**src/rtl/uart_tx.sv**
```systemverilog
// uart_tx: byte-wide 8N1 (or 8N2) UART transmitter with a small input FIFO.
// Bytes enter through a valid/ready handshake, are queued, and are shifted
// out LSB-first at CLKS_PER_BIT clocks per bit. Back-to-back queued bytes
// are sent as contiguous frames with no idle gap between them.
module uart_tx #(
    parameter int CLKS_PER_BIT = 16,
    parameter int FIFO_DEPTH   = 4,
    parameter int STOP_BITS    = 1
) (
    input  logic       clk,
    input  logic       rst_n,
    input  logic [7:0] tx_data,
    input  logic       tx_valid,
    output logic       tx_ready,
    output logic       tx,
    output logic       tx_busy,
    output logic       tx_done
);

    localparam int CW = $clog2(CLKS_PER_BIT);
    localparam int AW = $clog2(FIFO_DEPTH);
    localparam int NW = AW + 1;

    localparam logic [CW-1:0] CNT_LAST  = CW'(CLKS_PER_BIT - 1);
    localparam logic [2:0]    STOP_LAST = 3'(STOP_BITS - 1);
    localparam logic [NW-1:0] FULL_CNT  = NW'(FIFO_DEPTH);

    typedef enum logic [1:0] {
        IDLE  = 2'd0,
        START = 2'd1,
        DATA  = 2'd2,
        STOP  = 2'd3
    } state_t;

    // ------------------------------------------------------------------
    // Input FIFO
    // ------------------------------------------------------------------
    logic [7:0]    mem [FIFO_DEPTH];
    logic [AW-1:0] wr_ptr;
    logic [AW-1:0] rd_ptr;
    logic [NW-1:0] count;
    logic          empty;
    logic          full;
    logic          push;
    logic          pop;

    assign empty    = (count == '0);
    assign full     = (count == FULL_CNT);
    assign tx_ready = !full;
    assign push     = tx_valid && tx_ready;

    // Byte storage; contents are meaningless until written, so no reset.
    always_ff @(posedge clk) begin
        if (push) begin
            mem[wr_ptr] <= tx_data;
        end
    end

    // Pointer and occupancy bookkeeping; a push and pop together cancel.
    always_ff @(posedge clk or negedge rst_n) begin
        if (!rst_n) begin
            wr_ptr <= '0;
            rd_ptr <= '0;
            count  <= '0;
        end else begin
            if (push) begin
                wr_ptr <= wr_ptr + AW'(1);
            end
            if (pop) begin
                rd_ptr <= rd_ptr + AW'(1);
            end
            case ({push, pop})
                2'b10:   count <= count + NW'(1);
                2'b01:   count <= count - NW'(1);
                default: count <= count;
            endcase
        end
    end

    // ------------------------------------------------------------------
    // Serializer FSM
    // ------------------------------------------------------------------
    state_t        state;
    state_t        state_next;
    logic [CW-1:0] cnt;
    logic [CW-1:0] cnt_next;
    logic [2:0]    bit_idx;
    logic [2:0]    bit_idx_next;
    logic [7:0]    sh;
    logic [7:0]    sh_next;
    logic          tx_next;
    logic          done_next;

    // State, counters and the registered line/strobe outputs.
    always_ff @(posedge clk or negedge rst_n) begin
        if (!rst_n) begin
            state   <= IDLE;
            cnt     <= '0;
            bit_idx <= '0;
            tx      <= 1'b1;
            tx_done <= 1'b0;
        end else begin
            state   <= state_next;
            cnt     <= cnt_next;
            bit_idx <= bit_idx_next;
            tx      <= tx_next;
            tx_done <= done_next;
        end
    end

    // Shift register holds the byte in flight; loaded on every pop.
    always_ff @(posedge clk) begin
        sh <= sh_next;
    end

    // Next-state logic; tx_next is the line level for the state being entered,
    // so the flopped tx changes on the same edge as the state.
    always_comb begin
        state_next   = state;
        cnt_next     = cnt;
        bit_idx_next = bit_idx;
        sh_next      = sh;
        pop          = 1'b0;
        done_next    = 1'b0;

        case (state)
            IDLE: begin
                if (!empty) begin
                    pop          = 1'b1;
                    sh_next      = mem[rd_ptr];
                    cnt_next     = '0;
                    bit_idx_next = '0;
                    state_next   = START;
                end
            end
            START: begin
                if (cnt == CNT_LAST) begin
                    cnt_next     = '0;
                    bit_idx_next = '0;
                    state_next   = DATA;
                end else begin
                    cnt_next = cnt + CW'(1);
                end
            end
            DATA: begin
                if (cnt == CNT_LAST) begin
                    cnt_next = '0;
                    if (bit_idx == 3'd7) begin
                        bit_idx_next = '0;
                        state_next   = STOP;
                    end else begin
                        bit_idx_next = bit_idx + 3'd1;
                    end
                end else begin
                    cnt_next = cnt + CW'(1);
                end
            end
            STOP: begin
                if (cnt == CNT_LAST) begin
                    cnt_next = '0;
                    if (bit_idx == STOP_LAST) begin
                        done_next    = 1'b1;
                        bit_idx_next = '0;
                        if (!empty) begin
                            pop        = 1'b1;
                            sh_next    = mem[rd_ptr];
                            state_next = START;
                        end else begin
                            state_next = IDLE;
                        end
                    end else begin
                        bit_idx_next = bit_idx + 3'd1;
                    end
                end else begin
                    cnt_next = cnt + CW'(1);
                end
            end
            default: begin
                cnt_next     = '0;
                bit_idx_next = '0;
                state_next   = IDLE;
            end
        endcase

        case (state_next)
            START:   tx_next = 1'b0;
            DATA:    tx_next = sh_next[bit_idx_next];
            default: tx_next = 1'b1;
        endcase
    end

    assign tx_busy = (state != IDLE) || !empty;

endmodule

```
**config.mk**
```make
export PLATFORM = sky130hd
export DESIGN_NAME = uart_tx
export DESIGN_NICKNAME = d
export VERILOG_FILES = /design/src/rtl/uart_tx.sv
export SDC_FILE = /design/constraint.sdc
export NUM_CORES = 1
export LEC_CHECK = 0
export BUFFER_PORTS_ARGS = -buffer_cell sky130_fd_sc_hd__buf_2
export CORE_AREA = 2 2 82 65
export DETAILED_ROUTE_END_ITERATION = 8
export DIE_AREA = 0 0 84 67
export GPL_TIMING_DRIVEN = 0
export PLACE_DENSITY = 0.8
export SYNTH_ARGS = -nofsm -noshare
export SYNTH_HDL_FRONTEND = slang
export SYNTH_SLANG_ARGS = --single-unit
```
**constraint.sdc**
```tcl
create_clock -name clk -period 4.4 [get_ports clk]
set_clock_uncertainty 0.1 [all_clocks]
set_input_delay 0.66 -clock clk [delete_from_list [all_inputs] [get_ports clk]]
set_output_delay 0.66 -clock clk [all_outputs]
set_load 0.02 [all_outputs]
```
; ---- Word level (Yosys, flattened, before mapping)
; Memories as Yosys holds them, arrays and structs flattened.
; Index checks and enable logic that the tools add are counted.
[totals]
reg_bits = 26
latchBits = 0
ram_bits = 32
mem_bits_ro = 0
inputBits = 11
out_inout_bits = 4
memories = 1
[op_classes]
addsub = 6
mul = 0
n_div = 0
magnitude_cmp = 1
n_eq_ne = 11
shifts = 0
muxes = 35
n_bitwise = 0
n_reduce_logical = 10
[memory_table]
columns = name, words, width, rd, rd_ports_with_merged_regs, wr, line
row1 = mem, 4, 8, 1, 0, 1, 38  ; logic [7:0] mem [FIFO_DEPTH];
[ops]
columns = operator, count
row1 = two-way mux 8 bit, 3
row2 = two-way mux 3 bit, 6
row3 = case mux 8 bit (2 select lines), 1
row4 = two-way mux 2 bit, 6
row5 = case mux 3 bit (4 select lines), 1
row6 = two-way mux 1 bit, 10
row7 = == test 2 bit (second input constant), 4
row8 = two-way mux 4 bit, 2
row9 = case mux 2 bit (4 select lines), 1
row10 = case mux 4 bit (2 select lines), 1
row11 = adder 3 x 1 -> 3 bit (second input constant), 2
row12 = == test 2 x 1 -> 1 bit (second input constant), 3
row13 = == test 3 bit (second input constant), 2
row14 = logical NOT 3 bit, 2
row15 = case mux 3 bit (2 select lines), 1
row16 = adder 2 x 1 -> 2 bit (second input constant), 2
row17 = adder 4 x 1 -> 4 bit (second input constant), 1
row18 = == test 4 bit (second input constant), 1
row19 = < comparator 3 x 4 -> 1 bit (second input constant), 1
row20 = case mux 1 bit (2 select lines), 2
row21 = nonzero test 2 bit, 2
row22 = binary-select mux 1 bit (select 3 bit), 1
row23 = OR reduction 3 bit, 1
row24 = subtractor 3 x 1 -> 3 bit (second input constant), 1
row25 = 5 further kinds, 6

; ---- Depth between registers and ports, before layout
; Gate-level depths: netlist (run 1).
[logic_depth]
depth_word = 8
ltp_mapped = 13
ltp_nobuf = 12

; ---- Worst setup path before layout (run 1)
; Ideal clock, no wire load.
[synth_path]
kind = reg-to-reg
start = register cnt[0]
end = register count[2]
setup_ns = 0.079
arrival_ns = 2.262
setup_slack_ns = 1.959
path_stages_with_launch = 14
period_less_slack_ns = 2.441
path_cell_list = dfrtp_1 ha_1 and3_1 buf_6 and3_4 o21ai_4 buf_6 inv_2 ha_1 inv_1 fa_1 xor2_1 nor2_1 xor2_1
[synth_via]
elab_chain_cells = 5
elab_cells_between_ends = 7
cone_classes = eq/ne: 3 / mux: 3 / reduce/logical: 1
[synth_rtl]
columns = element, line
row1 = "start, declared", 85  ; logic [CW-1:0] cnt;
row2 = "start signal, assigned", 104  ; cnt <= cnt_next;
row3 = == test 4 bit *, 159  ; if (cnt == CNT_LAST) begin
row4 = two-way mux 1 bit *, 159
row5 = case mux 1 bit (2 select lines) *, 126  ; case (state)
row6 = net pop, 45  ; logic pop;
row7 = == test 2 x 1 -> 1 bit or == test 2 bit (tied branches), 72  ; case ({push, pop})
row8 = case mux 3 bit (2 select lines) or nonzero test 2 bit (tied branches), n/a
row9 = "end signal, assigned", 73  ; 2'b10: count <= count + NW'(1);
row10 = "end signal, assigned", 74  ; 2'b01: count <= count - NW'(1);
row11 = "end signal, assigned", 75  ; default: count <= count;
row12 = "end, declared", 41  ; logic [NW-1:0] count;
; Mark *: on every way through the listed nets, which the timed path passes. The rest lies on a longest branch.
; A chain may end at the register's enable or synchronous reset.

; ---- Final worst setup path (run 1)
; Same ends and word-level chain as after synthesis.

==> run metrics, run 1 <==
status=finished, final reports clean; Final Cycle Share=60.0%; Seq cells post-synth=58; # DRC=0; CTS clk-pin slew, worst paths=about 0.07 ns; Clk Tree Root Cell=clkbuf_8; Fill cells=~350; Synth warnings=0; RSZ-0062 raised after global routing=false; Inserted Clock Buffers=9; clock tree buffer depth=2; met2 GRT Util=between 20% and 30%; # resized after CTS=0; via density per instance=between 5 and 6; worst rel slew slack=64.8%; input/output buffers=14; leakage=0.00127 uW; Synth top area share=34.5%; Core ar.=roughly 0.0048 mm^2; final global-route overflow total=0; GR peak layer=met2; instance count of the mapped netlist=approximately 220; main combinational cell family by area after synthesis=compound AO/OA/AOI/OAI gates; VDD IR-drop max=approximately 0.40 mV; worst flop-to-flop path startpoint=cnt[0]; WL final=~4400 um; largest fanout on the critical path=10; Cell Pwr Density=632 mW/mm^2; Slew Limit Fails=0; CP arrival=around 2.8 ns; Clock Sinks=58; routability congestion estimate=roughly 0.8; critical path endpoint category=register; synth cell count leaders=32 x edfxtp_1, 19 x inv_1, 17 x dfrtp_1; Least-Margin Pin Slew=0.529 ns; clk_lat worst skew=between 0.3 and 0.4 ns; Design Power=~2000 uW; largest net degree at the start of global routing=19; Seq/Total Area, Yosys=between 50% and 60%; die area=approximately 0.0056 mm^2; hold buffer count at cts=0; Final Net Count=about 270; Final Hold Fails=0; Hold/Removal Path Class=in -> async; R2R setup slack=1.76 ns; CP Launch Type=register; met3 Use GR=between 6 and 7%; initial drt markers=49; DR WL/cell=14.6 um; CTS tree=done; xor and xnor area share after synthesis=~1.9%; worst reg-to-reg path cell count=13; dpl hpwl=about 3200 um; Pre-antenna DRT Iters=4; top-count cell post-synth=edfxtp_1; H-tree levels=3; Synth Area in Simple Gates=a little under a tenth; post-synth top area cell=edfxtp_1; first-pass GRT wire length=around 7400 um; post-layout min period=approximately 2.6 ns; IO Pins=15; worst setup path class=reg -> reg; RR Endpoint=count[2]; synthesized area=between 0.002 and 0.003 mm^2; post-synthesis adder-cell area fraction=about 7%; Avg Synthesized Cell Area=roughly 13 um^2; Die Height=approximately 67 um; Netlist cell types=52; Synth Net Count=approximately 240; Worst EP required=4.55 ns; routed via count=~1600; max-cap viol count=0; share of layout cells above drive strength 1=between 20 and 25%; Die Wd=between 80 and 90 um; Layout Area Growth over Synthesis=12.7%; ys flop type=edfxtp_1; complex-gate fraction of the synthesized area=14.1%; GRT Total Usage=17.9%; Initial Util=between 50% and 60%; Async SR Flop Fraction=31.0%; top cells by area, synth=edfxtp_1 34%, dfrtp_1 15%, ha_1 6.3%; postcts setup bufs=0; post-synthesis mux area share=under 10%; met1 usage=between 20% and 30%; setup TNS=0 ns; ANT nets after route=0; Multi-input gate area=about 0.0011 mm^2; row count=22; number of global-route vias before repair=between 1500 and 2000; EDFF count, synth=32; initial antenna violation count=0; fmax=about 380 MHz; n_diodes=0; FF+latch area=about 0.0016 mm^2; # setup viols final=0
-- metrics by stage --
step	std cells	cell area [um^2]	hold slack [ns]	setup slack (ns)	utilization, %
6_report	305	3140	0.156	1.76	66.0
5_1_grt	305	3140	0.178	1.56	66.0
4_1_cts	305	3140	0.159	1.75	66.0
3_5_place_dp	289	2930	0.339	1.77	61.6
3_3_place_gp	289	2930	0.324	1.81	61.6
2_1_floorplan	215	2790	0.264	1.96	-
-- power by group --
group	leakage [uW]	switching (uW)	internal, uW
Combinational	0.000577	393	299
Clock	0.000104	196	315
Sequential	0.000586	63.2	721
-- cell families (layout without fill, tap and decap cells) --
| group | count (synthesis) | count (layout) |
|---|---|---|
| flops | 58 | 58 |
| simple gates | 49 | 49 |
| compound gates | 45 | 45 |
| buf+inv | 27 | 57 |
| fa+ha+maj | 15 | 15 |
| mux | 15 | 15 |
| xor+xnor | 6 | 6 |
-- worst max-delay path: stages, from the launching register on --
cell and delay [ns]:
dfrtp_1 0.39, ha_1 0.22, and3_1 0.18, buf_6 0.14, and3_4 0.23, o21ai_4 0.07, buf_6 0.15, inv_2 0.08
ha_1 0.17, inv_1 0.06, fa_1 0.37, xor2_1 0.15, nor2_1 0.11, xor2_1 0.15
-- worst max path at each step --
stage / start / to / slack, ns / cells past startpoint
finish: cnt[0] / count[2] / 1.76 / 13
global route: cnt[0] / count[2] / 1.56 / 13
CTS: cnt[0] / count[2] / 1.75 / 13
detailed placement: cnt[0] / count[2] / 1.77 / 13
global placement: cnt[0] / count[2] / 1.81 / 13
floorplan: cnt[0] / count[2] / 1.96 / 13
-- sequential cells by signal, summed over array words and instances (netlist names) --
register / cells
rd_ptr: 2
tx: 1
cnt: 4
state: 2
wr_ptr: 2
sh: 8
count: 3
tx_done: 1
mem: 32
bit_idx: 3
-- cell usage in the layout (no fill, tap or decap), types with 5 or more instances in the layout --
cell type	instances
mux2i_1	7
nor2_1	14
edfxtp_1	32
clkbuf_8	9
nand2_1	16
dfrtp_1	17
inv_1	19
o21ai_0	11
dfxtp_1	8
ha_1	14
buf_2	16
and3_1	5
a21oi_1	11
mux2_2	5
-- per-layer routing --
metal / wire, um / vias to the layer above
li1: - / 821
met5: 0 / -
met4: 67 / 0
met3: 141 / 7
met2: 2130 / 26
met1: 2110 / 775
-- final cells by class --
type / instances / area share [%]
Clock inverter: 6 / 2.59
Sequential cell: 58 / 50.1
Inverter: 20 / 2.39
Tap cell: 60 / 2.39
Clock buffer: 10 / 4.06
Timing Repair Buffer: 14 / 2.23
Multi-Input combinational cell: 130 / 34.9
Buffer: 7 / 1.39
Power figures use the tool's default switching activity.
==> run 2: changes to the inputs <==
==> constraint.sdc (replaced) <==
create_clock -name clk -period 2.8 [get_ports clk]
set_clock_uncertainty 0.1 [all_clocks]
set_input_delay 0.42 -clock clk [delete_from_list [all_inputs] [get_ports clk]]
set_output_delay 0.42 -clock clk [all_outputs]
set_load 0.02 [all_outputs]
==> run 2 against run 1 <==
Compared with the run above:
- utilization grew 0.63 points
- first-iteration DRC count is the same
- hold slack better by 0.058 ns
- clock power rose by 57%
- maximum frequency up 1.6%
- flip-flop and latch count unchanged
- combinational power is 59% higher
- total power grew 58%
- global-route usage is the same
- via count increased by 0.98%
- worst setup slack got worse by 1.6 ns
- design area is 0.96% higher
- critical path type unchanged
- critical endpoint unchanged
- highest routed layer unchanged
==> run metrics, run 2 (synthesis results as in run 1) <==
status=finished, final reports clean; via density per instance=5.34 (about the same); worst flop-to-flop path startpoint=cnt[0]; critical path endpoint category=register; most frequent cells in the layout=32 x edfxtp_1, 19 x inv_1, 17 x dfrtp_1, 16 x buf_2, 16 x nand2_1; fmax=385 MHz (+1.6%); sequential fraction of design power=39.3% (about the same); WL final=4490 um (+0.90%); CP arrival=2.75 ns (-0.04 ns); CTS clk-pin slew, worst paths=0.07 ns (about the same); Inserted Clock Buffers=9 (unchanged); routability congestion estimate=0.803 (unchanged); VDD IR-drop max=0.635 mV (+60%); final core utilization=66.6% (+0.63 points); post-layout min period=2.60 ns (-0.0403 ns); setup ws final=0.202 ns (-1.56 ns); worst reg-to-reg path cell count=13 (unchanged); Worst EP required=2.95 ns (-1.60 ns); Fill cells=347 (unchanged); CTS tree=done; largest fanout on the critical path=10 (unchanged); Slew Limit Fails=0 (unchanged); # setup viols final=0 (unchanged); Design Power=3140 uW (+58%); Logic pwr share=35.0% (+0.2 points); ANT nets after route=0 (unchanged); hold path startpoint=tx_data[7]; Initial Util=58.5% (unchanged); Die Height=67 um (unchanged); Clock Sinks=58 (unchanged); input/output buffers=14 (unchanged); largest net degree at the start of global routing=19 (unchanged); area post-placement=0.00293 mm^2 (unchanged); Core ar.=0.00476 mm^2 (unchanged); leakage=0.00128 uW (+0.91%); number of global-route vias before repair=1536 (unchanged); IO Pins=15 (unchanged); Least-Margin Pin Slew=0.531 ns (+0.00275 ns); Inst Count DP=289 (unchanged); switching share of power=32.9% (+0.080 points); Hold/Removal Path Class=in -> reg; final instance area=0.00317 mm^2 (+0.96%); routed via count=1645 (+0.98%); dpl hpwl=3180 um (unchanged); clock tree buffer depth=2 (unchanged); CP Launch Type=register; Reg with most FFs=mem; Clock power frac=25.6% (about the same); Place WS=0.169 ns (-1.60 ns); biggest regs=mem: 32 flops, sh: 8 flops, cnt: 4 flops; Internal=2100 uW (+58%); # DRC=0 (unchanged); Final Hold Fails=0 (unchanged); die area=0.00563 mm^2 (unchanged); Pre-antenna DRT Iters=4 (unchanged); Final Net Count=269 (+1.1%); sw power=1030 uW (+58%); Die Wd=84 um (unchanged); row count=22 (unchanged); RR Endpoint=count[2]; Clk Tree Root Cell=clkbuf_8; GRT Total Usage=17.9% (unchanged); final global-route overflow total=0 (unchanged); DR WL/cell=14.6 um (about the same); Cell Pwr Density=988 mW/mm^2 (+56%); initial drt markers=49 (unchanged); H-tree levels=3 (unchanged); n_diodes=0 (unchanged); non-filler cells, final=308 (+0.98%); Final Cycle Share=92.8% (+33 points); first-pass GRT wire length=7420 um (unchanged); share of layout cells above drive strength 1=25.8% (+1.3 points); Hold Path Stages=1; worst rel slew slack=64.6% (-0.18 points); R2R setup slack=0.20 ns (-1.56 ns); initial antenna violation count=0 (unchanged); worst setup path class=reg -> reg; Layout Area Growth over Synthesis=13.8%; leading cell type in the layout, fill and taps excluded=edfxtp_1; max reg flops=32 (unchanged); clk_lat worst skew=0.32 ns (about the same); Worst Hold End=mem[3][7]; max-cap viol count=0 (unchanged)
run 2: routing by layer:
metal	vias up	track usage [%]	share of wire, %
met5	-	0	0
met4	0	6.85	1.5
met3	7	6.44	2.9
met2	28	29.3	48
met1	785	22.1	47
li1	825	-	-
run 2: how the worst max path moves through the flow:
| stage | start | slack [ns] | depth (start not counted) | endpoint |
|---|---|---|---|---|
| after detailed placement | cnt[0] | 0.17 | 13 | count[2] |
| after floorplan | cnt[0] | 0.36 | 13 | count[2] |
| after global routing | cnt[0] | -0.02 | 13 | count[2] |
| after CTS | cnt[0] | 0.15 | 13 | count[2] |
| after global placement | cnt[0] | 0.21 | 13 | count[2] |
| final | cnt[0] | 0.20 | 13 | count[2] |
run 2: area by class of cell:
type / count / area [um^2] / share of cell area [%]
repair buffers: 17 / 95.1 / 3.00
plain buffers: 7 / 43.8 / 1.38
multi-input cells: 130 / 1100 / 34.7
well taps: 60 / 75.1 / 2.37
clock buffers: 10 / 128 / 4.02
inverters: 20 / 75.1 / 2.37
flip-flops and latches: 58 / 1570 / 49.6
clock inverters: 6 / 81.3 / 2.56
run 2: critical path, stage by stage, from the launching register on:
cell     delay [ns]
dfrtp_1        0.39
ha_2           0.22
and3_1         0.17
buf_6          0.10
and3_4         0.21
o21ai_4        0.07
buf_6          0.15
inv_2          0.07
ha_2           0.18
inv_1          0.05
fa_1           0.37
xor2_1         0.15
nor2_1         0.12
xor2_1         0.15
run 2: timing repair:
item / in CTS / in global routing
gates resized for setup: 0 / 2
setup buffers: 0 / 2
hold buffers: 1 / 0
endpoints found under the hold margin: 17 / 0
setup endpoints to repair: 0 / 1
run 2: through the flow:
| step | hold WS, ns | setup TNS, ns |
|---|---|---|
| 6_report | 0.213 | 0 |
| 2_1_floorplan | 0.0244 | 0 |
| 3_5_place_dp | 0.275 | 0 |
| 3_3_place_gp | 0.271 | 0 |
| 5_1_grt | 0.199 | -0.0240 |
| 4_1_cts | 0.196 | 0 |
run 2: power groups by stage:
stage | logic, uW | registers (uW) | clock network (uW)
2_1_floorplan | 873 | 1230 | 0
3_3_place_gp | 1060 | 1240 | 0
3_5_place_dp | 1090 | 1250 | 0
4_1_cts | 1100 | 1230 | 815
5_1_grt | 1230 | 1250 | 860
6_report | 1100 | 1230 | 804
